### src/rtl/exec_pkg.sv
// Shared definitions for the execute-to-memory flag stage: condition and ALU-op encodings,
// default widths, and the condition evaluation helper.
package exec_pkg;

  localparam int DATA_W_DEFAULT = 16;
  localparam int RD_W_DEFAULT   = 3;

  typedef enum logic [1:0] {
    COND_ALWAYS = 2'b00,
    COND_Z      = 2'b01,
    COND_C      = 2'b10,
    COND_NEVER  = 2'b11
  } cond_e;

  typedef enum logic [1:0] {
    ADD  = 2'b00,
    NAND = 2'b01,
    OFF  = 2'b10
  } alu_op_e;

  // Conditions are always judged against the architectural (registered) flags.
  function automatic logic cond_pass(input cond_e c, input logic zero_f, input logic carry_f);
    logic ok;
    ok = 1'b0;
    unique case (c)
      COND_ALWAYS: ok = 1'b1;
      COND_Z:      ok = zero_f;
      COND_C:      ok = carry_f;
      COND_NEVER:  ok = 1'b0;
      default:     ok = 1'b0;
    endcase
    return ok;
  endfunction

endpackage

### src/rtl/exec_flag_stage_if.sv
// Valid/ready bus between the ALU, the flag stage and the memory stage.
// master = the side that drives instructions and out_ready, slave = the flag stage.
interface exec_flag_stage_if #(
  parameter int DATA_W = exec_pkg::DATA_W_DEFAULT,
  parameter int RD_W   = exec_pkg::RD_W_DEFAULT
);
  logic              in_valid;
  logic              in_ready;
  logic [DATA_W-1:0] alu_out;
  logic              alu_carry;
  logic              alu_zero;
  logic [1:0]        cond;
  logic              carry_we;
  logic              zero_we;
  logic              rf_we;
  logic [RD_W-1:0]   rd;
  logic              flush;
  logic              out_valid;
  logic              out_ready;
  logic [DATA_W-1:0] out_result;
  logic [RD_W-1:0]   out_rd;
  logic              out_rf_we;

  modport master (
    output in_valid, alu_out, alu_carry, alu_zero, cond, carry_we, zero_we, rf_we, rd,
           flush, out_ready,
    input  in_ready, out_valid, out_result, out_rd, out_rf_we
  );

  modport slave (
    input  in_valid, alu_out, alu_carry, alu_zero, cond, carry_we, zero_we, rf_we, rd,
           flush, out_ready,
    output in_ready, out_valid, out_result, out_rd, out_rf_we
  );
endinterface

### src/rtl/sat_counter16.sv
// 16-bit event counter that sticks at 16'hFFFF; clr_n is a synchronous active-low clear.
module sat_counter16 (
  input  logic        clk,
  input  logic        clr_n,
  input  logic        en,
  output logic [15:0] count
);

  always_ff @(posedge clk) begin
    if (!clr_n)
      count <= '0;
    else if (en && (count != 16'hFFFF))
      count <= count + 16'd1;
  end

endmodule

### src/rtl/exec_flag_stage.sv
// Execute-to-memory pipeline register with carry/zero flags and conditional squash.
// Optional performance counters are built when EXEC_PERF_CNT_EN is defined.
module exec_flag_stage
  import exec_pkg::*;
#(
  parameter int DATA_W = DATA_W_DEFAULT,
  parameter int RD_W   = RD_W_DEFAULT
) (
  input  logic                clk,
  input  logic                reset_n,
  exec_flag_stage_if.slave    bus,
  output logic                carry_flag,
  output logic                zero_flag,
  output logic [15:0]         exec_cnt,
  output logic [15:0]         squash_cnt
);

  logic              valid_q;
  logic [DATA_W-1:0] result_q;
  logic [RD_W-1:0]   rd_q;
  logic              rf_we_q;
  logic              accept;
  logic              cond_ok;

  // The slot frees up in the same cycle it drains, giving full throughput.
  assign bus.in_ready = !valid_q || bus.out_ready;
  assign accept       = bus.in_valid && bus.in_ready && !bus.flush;
  assign cond_ok      = cond_pass(cond_e'(bus.cond), zero_flag, carry_flag);

  // NOTE: sequential state uses non-blocking assignments so every flop samples pre-edge values.
  always_ff @(posedge clk) begin
    if (!reset_n) begin
      valid_q    <= 1'b0;
      result_q   <= '0;
      rd_q       <= '0;
      rf_we_q    <= 1'b0;
      carry_flag <= 1'b0;
      zero_flag  <= 1'b0;
    end else if (bus.flush) begin
      valid_q <= 1'b0;
      rf_we_q <= 1'b0;
    end else if (accept) begin
      valid_q <= 1'b1;
      if (cond_ok) begin
        result_q <= bus.alu_out;
        rd_q     <= bus.rd;
        rf_we_q  <= bus.rf_we;
        if (bus.carry_we) carry_flag <= bus.alu_carry;
        if (bus.zero_we)  zero_flag  <= bus.alu_zero;
      end else begin
        // Failed condition: keep the slot as a bubble that cannot write back.
        rf_we_q <= 1'b0;
      end
    end else if (bus.out_ready) begin
      valid_q <= 1'b0;
    end
  end

  assign bus.out_valid  = valid_q;
  assign bus.out_result = result_q;
  assign bus.out_rd     = rd_q;
  assign bus.out_rf_we  = rf_we_q;

`ifdef EXEC_PERF_CNT_EN
  sat_counter16 u_exec_cnt (
    .clk   (clk),
    .clr_n (reset_n),
    .en    (accept && cond_ok),
    .count (exec_cnt)
  );

  sat_counter16 u_squash_cnt (
    .clk   (clk),
    .clr_n (reset_n),
    .en    (accept && !cond_ok),
    .count (squash_cnt)
  );
`else
  assign exec_cnt   = 16'h0000;
  assign squash_cnt = 16'h0000;
`endif

endmodule

### src/flat_wrapper.sv
// flat-port wrapper written by rule: the top's interface ports become plain ports
module exec_flag_stage_flat import exec_pkg::*;
#(
  parameter int DATA_W = DATA_W_DEFAULT,
  parameter int RD_W   = RD_W_DEFAULT
)
  (clk, reset_n, carry_flag, zero_flag, exec_cnt, squash_cnt, bus_in_valid, bus_alu_out, bus_alu_carry, bus_alu_zero, bus_cond, bus_carry_we, bus_zero_we, bus_rf_we, bus_rd, bus_flush, bus_out_ready, bus_in_ready, bus_out_valid, bus_out_result, bus_out_rd, bus_out_rf_we);
  exec_flag_stage_if #(.DATA_W(DATA_W), .RD_W(RD_W)) bus_i ();
  input  logic clk;
  input  logic reset_n;
  output logic carry_flag;
  output logic zero_flag;
  output logic [15:0] exec_cnt;
  output logic [15:0] squash_cnt;
  input wire logic [$bits(bus_i.in_valid)-1:0] bus_in_valid;
  input wire logic [$bits(bus_i.alu_out)-1:0] bus_alu_out;
  input wire logic [$bits(bus_i.alu_carry)-1:0] bus_alu_carry;
  input wire logic [$bits(bus_i.alu_zero)-1:0] bus_alu_zero;
  input wire logic [$bits(bus_i.cond)-1:0] bus_cond;
  input wire logic [$bits(bus_i.carry_we)-1:0] bus_carry_we;
  input wire logic [$bits(bus_i.zero_we)-1:0] bus_zero_we;
  input wire logic [$bits(bus_i.rf_we)-1:0] bus_rf_we;
  input wire logic [$bits(bus_i.rd)-1:0] bus_rd;
  input wire logic [$bits(bus_i.flush)-1:0] bus_flush;
  input wire logic [$bits(bus_i.out_ready)-1:0] bus_out_ready;
  output wire logic [$bits(bus_i.in_ready)-1:0] bus_in_ready;
  output wire logic [$bits(bus_i.out_valid)-1:0] bus_out_valid;
  output wire logic [$bits(bus_i.out_result)-1:0] bus_out_result;
  output wire logic [$bits(bus_i.out_rd)-1:0] bus_out_rd;
  output wire logic [$bits(bus_i.out_rf_we)-1:0] bus_out_rf_we;
  assign bus_i.in_valid = bus_in_valid;
  assign bus_i.alu_out = bus_alu_out;
  assign bus_i.alu_carry = bus_alu_carry;
  assign bus_i.alu_zero = bus_alu_zero;
  assign bus_i.cond = bus_cond;
  assign bus_i.carry_we = bus_carry_we;
  assign bus_i.zero_we = bus_zero_we;
  assign bus_i.rf_we = bus_rf_we;
  assign bus_i.rd = bus_rd;
  assign bus_i.flush = bus_flush;
  assign bus_i.out_ready = bus_out_ready;
  assign bus_in_ready = bus_i.in_ready;
  assign bus_out_valid = bus_i.out_valid;
  assign bus_out_result = bus_i.out_result;
  assign bus_out_rd = bus_i.out_rd;
  assign bus_out_rf_we = bus_i.out_rf_we;
  exec_flag_stage #(.DATA_W(DATA_W), .RD_W(RD_W)) u_core (.clk(clk), .reset_n(reset_n), .bus(bus_i), .carry_flag(carry_flag), .zero_flag(zero_flag), .exec_cnt(exec_cnt), .squash_cnt(squash_cnt));
endmodule
### config.mk
export PLATFORM = sky130hd
export DESIGN_NAME = exec_flag_stage_flat
export DESIGN_NICKNAME = d
export VERILOG_FILES = /design/src/rtl/exec_pkg.sv /design/src/rtl/exec_flag_stage_if.sv /design/src/rtl/sat_counter16.sv /design/src/rtl/exec_flag_stage.sv /design/src/flat_wrapper.sv
export SDC_FILE = /design/constraint.sdc
export NUM_CORES = 1
export LEC_CHECK = 0
export ABC_AREA = 0
export ABC_CLOCK_PERIOD_IN_PS = 1600
export BUFFER_PORTS_ARGS = -buffer_cell sky130_fd_sc_hd__buf_2
export CAP_MARGIN = 20
export CORE_ASPECT_RATIO = 0.7
export CORE_MARGIN = 3
export CORE_UTILIZATION = 41
export CTS_BUF_LIST = sky130_fd_sc_hd__clkbuf_4 sky130_fd_sc_hd__clkbuf_8
export CTS_CLUSTER_SIZE = 20
export DETAILED_ROUTE_END_ITERATION = 7
export PLACE_DENSITY = 0.82
export SYNTH_ARGS = -nofsm -noshare
export SYNTH_HDL_FRONTEND = slang
export SYNTH_SLANG_ARGS = --single-unit
### constraint.sdc
create_clock -name clk -period 1.6 [get_ports clk]
set_input_delay 0.32 -clock clk [delete_from_list [all_inputs] [get_ports clk]]
set_output_delay 0.32 -clock clk [all_outputs]
set_load 0.1 [all_outputs]
# --- Word-level counts from Yosys, hierarchy flattened ---
# Cells that the tools add are included.
classes:
  mux: 4
  bitwise: 2
  n_reduce_logical: 11
  eq_ne: 3
ops:
  columns: ["operator", "n"]
  rows:
  - ["4-bit AND reduction", 2]
  - ["2-bit equality test (second input constant)", 2]
  - ["1-bit one-hot mux with 4 select lines", 1]
  - ["1-bit two-way mux", 3]
  - ["3-bit AND reduction", 1]
  - ["2-bit by 1-bit equality test with 1-bit output (second input constant)", 1]
  - ["1-bit logical AND", 2]
  - ["1-bit logical NOT", 2]
  - ["2-bit logical NOT", 1]
  - ["1-bit NOT", 2]
  - ["2-bit nonzero test", 1]
  - ["2-bit OR reduction", 1]
  - ["1-bit logical OR", 1]
word_totals:
  out_inout_bits: 56
  word_cells: 26
  regBits: 23

# --- Longest topological paths before layout ---
# Gate-level depths: netlist of run 1.
depth:
  depth_word: 5
  depth_mapped: 5

# --- Worst setup path before layout of run 1 ---
# OpenSTA, ideal clock, no wires.
synth_path:
  path_kind: "flip-flop to output port"
  startpoint: "register u_core.valid_q, in the netlist u_core.bus.out_valid"
  endpoint: "output bus_in_ready"
  required_ns: 1.280
  path_buffers: 0
  path_slack_ns: -0.533
  stages_incl_launch_ff: 3
  arrival_ns: 1.813
  cell_sequence: "dfxtp_1 nor2b_1 inv_1"
synth_via:
  elab_chain_len: 2
synth_lines:
  columns: ["item", "line", "text"]
  rows:
  - ["start: declaration", "exec_flag_stage.sv:18", "logic valid_q;"]
  - ["start signal: assignment", "exec_flag_stage.sv:33", "valid_q <= 1'b0;"]
  - ["start signal: assignment", "exec_flag_stage.sv:40", "valid_q <= 1'b0;"]
  - ["start signal: assignment", "exec_flag_stage.sv:43", "valid_q <= 1'b1;"]
  - ["1-bit logical NOT", "exec_flag_stage.sv:26", "assign bus.in_ready = !valid_q || bus.out_ready;"]
  - ["1-bit logical OR", "exec_flag_stage.sv:26", null]
  - ["end: declaration", "flat_wrapper.sv:26", "output wire logic [$bits(bus_i.in_ready)-1:0] bus_in_ready;"]
# Every way passes these cells.

# --- Worst setup path in the final report of run 1 ---
# Ends and elaborated chain as after synthesis.

==> results.txt, run 1 <==
The wire-length estimate of the detail-placed layout is between 1500 and 2000 um. The first-pass GRT wire length came out at 3590 um. The most used flip-flop cell after synthesis is sky130_fd_sc_hd__dfxtp_1.

The worst path uses 95.6% of the clock period. The largest fanout on the critical path came out at 5. The synthesis warning total came out at 0. STA classifies the critical path endpoint as an output pin. The count of antenna diodes in the layout came out at 0. The number of unique standard cell types used by synthesis is 18. The clock-pin slew reported for the worst setup and hold paths after clock tree synthesis is 70 ps. The clock period minus final worst setup slack came out at 1530 ps. Based on the critical path, the design can be clocked at up to 654 MHz.

The final antenna-violating net count is 0. After synthesis, the cell types taking the most area are sky130_fd_sc_hd__dfxtp_1, sky130_fd_sc_hd__buf_4, sky130_fd_sc_hd__nand3_1, sky130_fd_sc_hd__o21ai_0, sky130_fd_sc_hd__nand2_1. TritonCTS built the clock tree. The instance count along the most critical hold path is 3. In the synthesized netlist the async set-or-reset flop fraction comes to 0%. The flow ran to the end, and the final reports show no timing, DRC or antenna violations. For the worst flop-to-flop path, the logic depth is 6. The register area came out at about 470 um^2. Entering global routing, the biggest net connects 28 pins.

The capturing point of the worst reg2reg path is u_core.bus.out_rd[0]. The category of the critical setup timing path is reg -> out. The clock net in this run drives a total of 23 sinks. The share of total power dissipated in sequential elements is 40.0%.

The worst path arrival time is 1210 ps. In this run, post-CTS hold repair placed 0 buffers. For hold timing, the worst endpoint is u_core.bus.out_result[10]. The number of H-tree levels came out at 1. Setup total negative slack on the finished layout was measured at 0 ps. The kind of launch point of the worst setup path is a flop.

The final layout net count came out at ~230. The share of final-layout standard cells stronger than drive strength 1 came out at between 30 and 40%. The area overhead of the layout relative to synthesis came out at 23.6%. The max-slew violation count is 0. The die boundary width is between 60 and 70 um. The initial standard-cell utilization of the core came out at 44.7%. Setup repair after global routing left no endpoint under its margin. The portion of synthesized cell area occupied by the leading cell type came out at about two fifths. The via count of the first global-routing pass is around 800. After detailed routing, the average wire length per cell comes to 9.75 um. The number of fillers in the final layout came out at 259. The source of the worst register-to-register timing path is u_core.carry_flag. The number of enable flip-flop cells after synthesis is 0. The final RePlAce weighted congestion came out at 0.656. Summing all multi-input logic gate instances after layout gives 524 um^2. After synthesis the netlist holds a flip-flop and latch count of 23. Global routing consumed, over all layers together, between 10 and 15% of the routing resources. The static power due to leakage is around 0.70 nW. Combinational logic is responsible for 36.0% of the overall power.

The number of ports placed on the die boundary is 87. The detailed router placed a little under 1000 vias in this run. The register-to-register setup slack came out at between 200 and 250 ps.

The total of buffers placed on input and output ports is 54. For this run, the number of standard cells in the final layout without fillers is 228. The placement row count is 15.

The endpoint required time on the critical path came out at about 1300 ps. The iteration-0 DRC count of the detailed router is 58. The commonest cells after synthesis are sky130_fd_sc_hd__buf_4, sky130_fd_sc_hd__dfxtp_1, sky130_fd_sc_hd__nand2_1. The internal cell power came out at about 0.83 mW. The power after layout is 1.47 mW.

Power spread over the standard cell area amounts to between 1000 and 1500 mW/mm^2. The mapped netlist covers 0.00115 mm^2. In the synthesized netlist, the number of instances is 142.

The initial antenna violation count came out at 0. The mean cell area of the mapped netlist is 8.09 um^2. The total congestion overflow after global routing is 0. Across the VDD grid, the largest voltage drop is 0.000463 V. The clock latency on the worst-skew pair came out at 250 ps.

The net switching share of the total power is 43.3%. The share of total power in the clock network came out at between 20% and 30%. The per-cell via count in the routed design came out at around 4.3. The post-detailed-route DRC marker count is 0. The die covers 0.00348 mm^2. The die span in y is approximately 50 um. The core region is 0.00257 mm^2.

In this run the most critical hold path is launched from bus_alu_out[10]. The total clock buffers created by CTS came out at 3. The post-CTS setup-driven buffer insertion count came out at 0.

The switching power is 0.635 mW. The number of iterations in the first detailed-routing pass is 4. The number of endpoints with negative hold slack in the final report is 0.

The cell at the root of the clock tree is sky130_fd_sc_hd__clkbuf_8. The synthesized design spends more area on one cell type than any other, namely sky130_fd_sc_hd__dfxtp_1. The count of max-cap constraint violations is 0. The maximum number of buffers from clock root to sink is 2. The register area share after synthesis is around two fifths. The worst clock skew on the final layout is 3.23 ps. The path category of the worst min-delay check is in -> reg. The post-placement cell count is around 220. The final setup violation count came out at 0.

The routed wire length is roughly 2200 um. The most frequent cell after synthesis is sky130_fd_sc_hd__buf_4. The total of cells resized after clock tree synthesis came out at 0.
==> critical path, cell delays in order (launching register included) <==
cell                         delay (ps)
sky130_fd_sc_hd__dfxtp_4            340
sky130_fd_sc_hd__nor2b_4            230
sky130_fd_sc_hd__clkinvlp_4         100
sky130_fd_sc_hd__buf_2              290
==> metal layers <==
metal	wire length, um	global-route usage [%]	vias to the layer above
li1	-	-	512
met1	928	16.8	427
met2	1100	19.1	36
met3	176	4.40	2
met4	17	1.95	0
met5	0	0	-
==> logic make-up after synthesis <==
| group | Yosys count | share of synthesized area, % |
|---|---|---|
| simple gates | 49 | 19.9 |
| buf+inv | 42 | 25.1 |
| compound gates | 27 | 14.6 |
| flops | 23 | 40.1 |
| other cells | 1 | 0.326 |
==> cell usage in the layout (no fill, tap or decap) <==
cell type,n
sky130_fd_sc_hd__buf_2,54
sky130_fd_sc_hd__conb_1,32
sky130_fd_sc_hd__nand2_1,21
sky130_fd_sc_hd__nand3_1,20
sky130_fd_sc_hd__dfxtp_1,20
sky130_fd_sc_hd__o21ai_0,18
sky130_fd_sc_hd__a21oi_1,4
sky130_fd_sc_hd__nor2_1,3
sky130_fd_sc_hd__clkbuf_8,3
sky130_fd_sc_hd__dfxtp_4,3
sky130_fd_sc_hd__nand2b_1,2
sky130_fd_sc_hd__o21ai_1,2
sky130_fd_sc_hd__a41o_1,2
sky130_fd_sc_hd__buf_4,2
sky130_fd_sc_hd__buf_12,2
sky130_fd_sc_hd__nor2b_4,1
sky130_fd_sc_hd__clkinvlp_4,1
sky130_fd_sc_hd__nand2b_4,1
sky130_fd_sc_hd__nor2b_1,1
sky130_fd_sc_hd__a2111oi_4,1
sky130_fd_sc_hd__clkbuf_4,1
==> how the worst max path moves through the flow <==
stage / endpoint / depth (start not counted) / from / slack (ps)
global placement: u_core.bus.out_result[14] / 7 / bus_cond[0] / 120
floorplan: bus_in_ready / 2 / u_core.bus.out_valid / 30
detailed placement: u_core.bus.out_result[14] / 7 / bus_cond[0] / 80
global route: bus_in_ready / 3 / u_core.bus.out_valid / 8
CTS: bus_in_ready / 3 / u_core.bus.out_valid / 50
finish: bus_in_ready / 3 / u_core.bus.out_valid / 70
==> sequential cells by signal, indices dropped and copies added, names as in the netlist <==
register,count
u_core.bus.out_result,16
u_core.bus.out_rd,3
u_core.bus.out_rf_we,1
u_core.bus.out_valid,1
u_core.carry_flag,1
u_core.zero_flag,1
==> power groups by stage <==
| stage | Clock (mW) | Sequential, mW | Combinational (mW) |
|---|---|---|---|
| after global routing | 0.395 | 0.588 | 0.545 |
| after floorplan | 0 | 0.688 | 0.436 |
| after global placement | 0 | 0.600 | 0.526 |
| after CTS | 0.375 | 0.586 | 0.527 |
| after detailed placement | 0 | 0.600 | 0.527 |
| final | 0.352 | 0.586 | 0.528 |
==> layout make-up <==
type,instances,area share [%]
multi-input combinational,108,36.9
clock buffer,4,3.44
tap,34,3.00
timing repair buffer,58,22.9
inverter,1,0.529
sequential,23,33.2
==> stage by stage <==
| step | instance area (um^2) | util, % | worst slack (ps) | hold slack, ps |
|---|---|---|---|---|
| floorplan | 1290 | - | 33.3 | 439 |
| global placement | 1370 | 53.3 | 119 | 434 |
| detailed placement | 1370 | 53.3 | 79.6 | 443 |
| CTS | 1420 | 55.2 | 51.5 | 270 |
| global route | 1420 | 55.2 | 7.54 | 281 |
| finish | 1420 | 55.2 | 70.9 | 279 |
No activity file was read; power rests on OpenSTA's default activity.
==> run 2, diff against run 1 <==
--- a/config.mk
+++ b/config.mk
@@ -11,11 +11,11 @@
 export CAP_MARGIN = 20
 export CORE_ASPECT_RATIO = 0.7
 export CORE_MARGIN = 3
-export CORE_UTILIZATION = 41
+export CORE_UTILIZATION = 40
 export CTS_BUF_LIST = sky130_fd_sc_hd__clkbuf_4 sky130_fd_sc_hd__clkbuf_8
 export CTS_CLUSTER_SIZE = 20
 export DETAILED_ROUTE_END_ITERATION = 7
-export PLACE_DENSITY = 0.82
+export PLACE_DENSITY = 0.8
 export SYNTH_ARGS = -nofsm -noshare
 export SYNTH_HDL_FRONTEND = slang
 export SYNTH_SLANG_ARGS = --single-unit
==> run 2 against run 1 <==
First-iteration DRC count increased by 6.9%; total power increased by 0.59%; via count decreased by 1.7%; sequential share of layout area decreased by 0.17 points; clock skew decreased by 1.7 ps; register-to-register slack about the same; clock-buffer cell count unchanged; combinational power about the same; flip-flop and latch count unchanged.
==> results.txt, run 2 (synthesis gave the netlist of run 1 again) <==
The flow ran to the end, and the final reports show no timing, DRC or antenna violations. The kind of launch point of the worst setup path is a flop. The number of fillers in the final layout was 256 (-1.2%).

The number of standard cells in the final layout excluding fillers came out at 229 (+0.44%). The clock-pin slew reported for the worst setup and hold paths after clock tree synthesis came to 70 ps (about the same). The final RePlAce weighted congestion came out at 0.733 (+12%). The die span in y came out at 50.8 um (+1.1%). The total of cells resized after clock tree synthesis came to 0 (unchanged). The total clock buffers created by CTS is 3 (unchanged).

The worst clock skew on the final layout is 1.49 ps (-1.74 ps). The iteration-0 DRC count of the detailed router is 62 (+6.9%). The total die area is 0.00356 mm^2 (+2.2%).

The combined buffer and inverter count along the critical path is 2 (unchanged). The most frequent standard cell in the layout excluding fill and tap cells is sky130_fd_sc_hd__buf_2. The number of ports placed on the die boundary came to 87 (unchanged).

The post-placement cell count came out at 225 (+0.45%). The count of max-cap constraint violations came out at 0 (unchanged). The routed wire length came out at 2320 um (+4.2%).

The number of H-tree levels is 1 (unchanged). The initial standard-cell utilization of the core is 44.3% (-0.32 points). The power after layout came to 1.47 mW (+0.59%).

The final setup violation count came out at 0 (unchanged). The max-slew violation count came out at 0 (unchanged). The final layout net count came out at 227 (+0.44%).

The worst path arrival time is 1210 ps (about the same). The highest clock rate is 655 MHz (about the same). The critical path goes through nor2b_4 > clkinvlp_4 > buf_2. The largest net degree at the start of global routing is 26 (-7.1%). The HPWL after detailed placement is 1890 um (+5.3%). The final antenna-violating net count is 0 (unchanged).

The count of antenna diodes in the layout is 0 (unchanged). The share of final-layout standard cells stronger than drive strength 1 is 35.9% (+0.33 points). The largest fanout on the critical path was 5 (unchanged). The via count of the first global-routing pass is 792 (-0.75%).

The die boundary width is 70.1 um (+1.1%). The first-pass GRT wire length came out at 3630 um (+1.1%). The dominant delay contributor by cell family on the critical path is buffers and inverters. The power density of the placed cells is 1030 mW/mm^2 (about the same). The final clock period utilization by the worst path is 95.5% (about the same). The final setup TNS came out at 0 ps (unchanged). The aggregate global-route resource usage came out at 12.7% (+0.33 points). The maximum ir drop on the vdd rail was 0.000573 V (+24%). The number of endpoints with negative hold slack in the final report came out at 0 (unchanged). The static power due to leakage is 0.706 nW (+0.44%). The number of flip-flops under the largest register name came out at 16 (unchanged). The initial antenna violation count is 0 (unchanged). The core region area is 0.00259 mm^2 (+0.73%). Clock tree synthesis selected as its root buffer the cell sky130_fd_sc_hd__clkbuf_8. The endpoint required time on the critical path came out at 1280 ps (about the same). The total via count after detailed routing is 960 (-1.7%). The CTS tree is built. The mean routed wirelength per cell came to 10.1 um (+3.8%). The clock period minus final worst setup slack came out at 1530 ps (-1.19 ps). The placement row count is 15 (unchanged).

The post-detailed-route DRC marker count was 0 (unchanged). The slowest stage of the critical path belongs to the cell sky130_fd_sc_hd__dfxtp_4. STA classifies the critical path endpoint as an output pin. The post-CTS setup-driven buffer insertion count came out at 0 (unchanged). The clock latency on the worst-skew pair is 250 ps (about the same). Compared with the post-synthesis result, the final layout area differs by 24.3%. The register-to-register setup slack came out at 250 ps (about the same). The per-cell via count in the routed design was 4.19 (-2.2%). The total congestion overflow after global routing came out at 0 (unchanged). The quantity of hold-fixing buffers added after cts is 0 (unchanged).

The category of the critical setup timing path is reg -> out. The maximum number of buffers from clock root to sink is 2 (unchanged). Leaving out fill and tap cells, the most frequent cells in the layout are sky130_fd_sc_hd__buf_2, sky130_fd_sc_hd__conb_1, sky130_fd_sc_hd__nand2_1, sky130_fd_sc_hd__nand3_1, sky130_fd_sc_hd__dfxtp_1. The maximum cell stage delay along the critical path came out at 340 ps (about the same).

In this run the worst hold path is classified as in -> reg. The number of iterations in the first detailed-routing pass came to 4 (unchanged). Setup repair after global routing left no endpoint under its margin.

The number of sinks on the clock net came out at 23 (unchanged). The total of buffers placed on input and output ports came out at 54 (unchanged).
-- run 2: cell count changes in the layout (fill, tap and decap cells not counted), sizes merged --
cell,change
buf,+1
-- run 2: area by class of cell --
cell class	instances	area, um^2	share of cell area, %
flip-flops and latches	23	472	33.0
inverters	1	7.51	0.526
multi-input cells	108	524	36.7
well taps	34	42.5	2.98
clock buffers	4	48.8	3.42
repair buffers	59	333	23.3
-- run 2: per-stage QoR --
stage	hold slack, ps	cell area [um^2]	setup WS [ps]	utilization (%)
2_1_floorplan	439	1290	33.3	-
3_3_place_gp	435	1380	128	53.2
3_5_place_dp	440	1380	82.1	53.2
4_1_cts	276	1430	60.3	55.1
5_1_grt	285	1430	2.97	55.1
6_report	279	1430	72.1	55.1
-- run 2: worst min-delay path, cell delays in order --
cell                      delay, ps
sky130_fd_sc_hd__buf_2           70
sky130_fd_sc_hd__nand3_1         50
sky130_fd_sc_hd__o21ai_0         60
-- run 2: per-layer routing --
metal	vias up	GRT usage (%)	routed length, um
li1	515	-	-
met1	403	16.9	1040
met2	42	19.7	1030
met3	0	5.70	240
met4	0	0.955	0
met5	-	0	0
-- run 2: path summary, 6_finish.rpt --
| kind | startpoint | to | depth (start not counted) |
|---|---|---|---|
| hold reg to reg | u_core.bus.out_rd[2] | u_core.bus.out_rd[2] | 2 |
| setup reg to reg | u_core.carry_flag | u_core.bus.out_result[0] | 6 |
| hold / removal | bus_rd[0] | u_core.bus.out_rd[0] | 3 |
| setup / recovery | u_core.bus.out_valid | bus_in_ready | 3 |
-- run 2: where the power goes --
part / leakage, nW / switching [mW] / internal (mW) / total [mW]
Combinational: 0.492 / 0.472 / 0.0565 / 0.529
Sequential: 0.188 / 0.00602 / 0.580 / 0.586
Clock: 0.0262 / 0.166 / 0.194 / 0.360
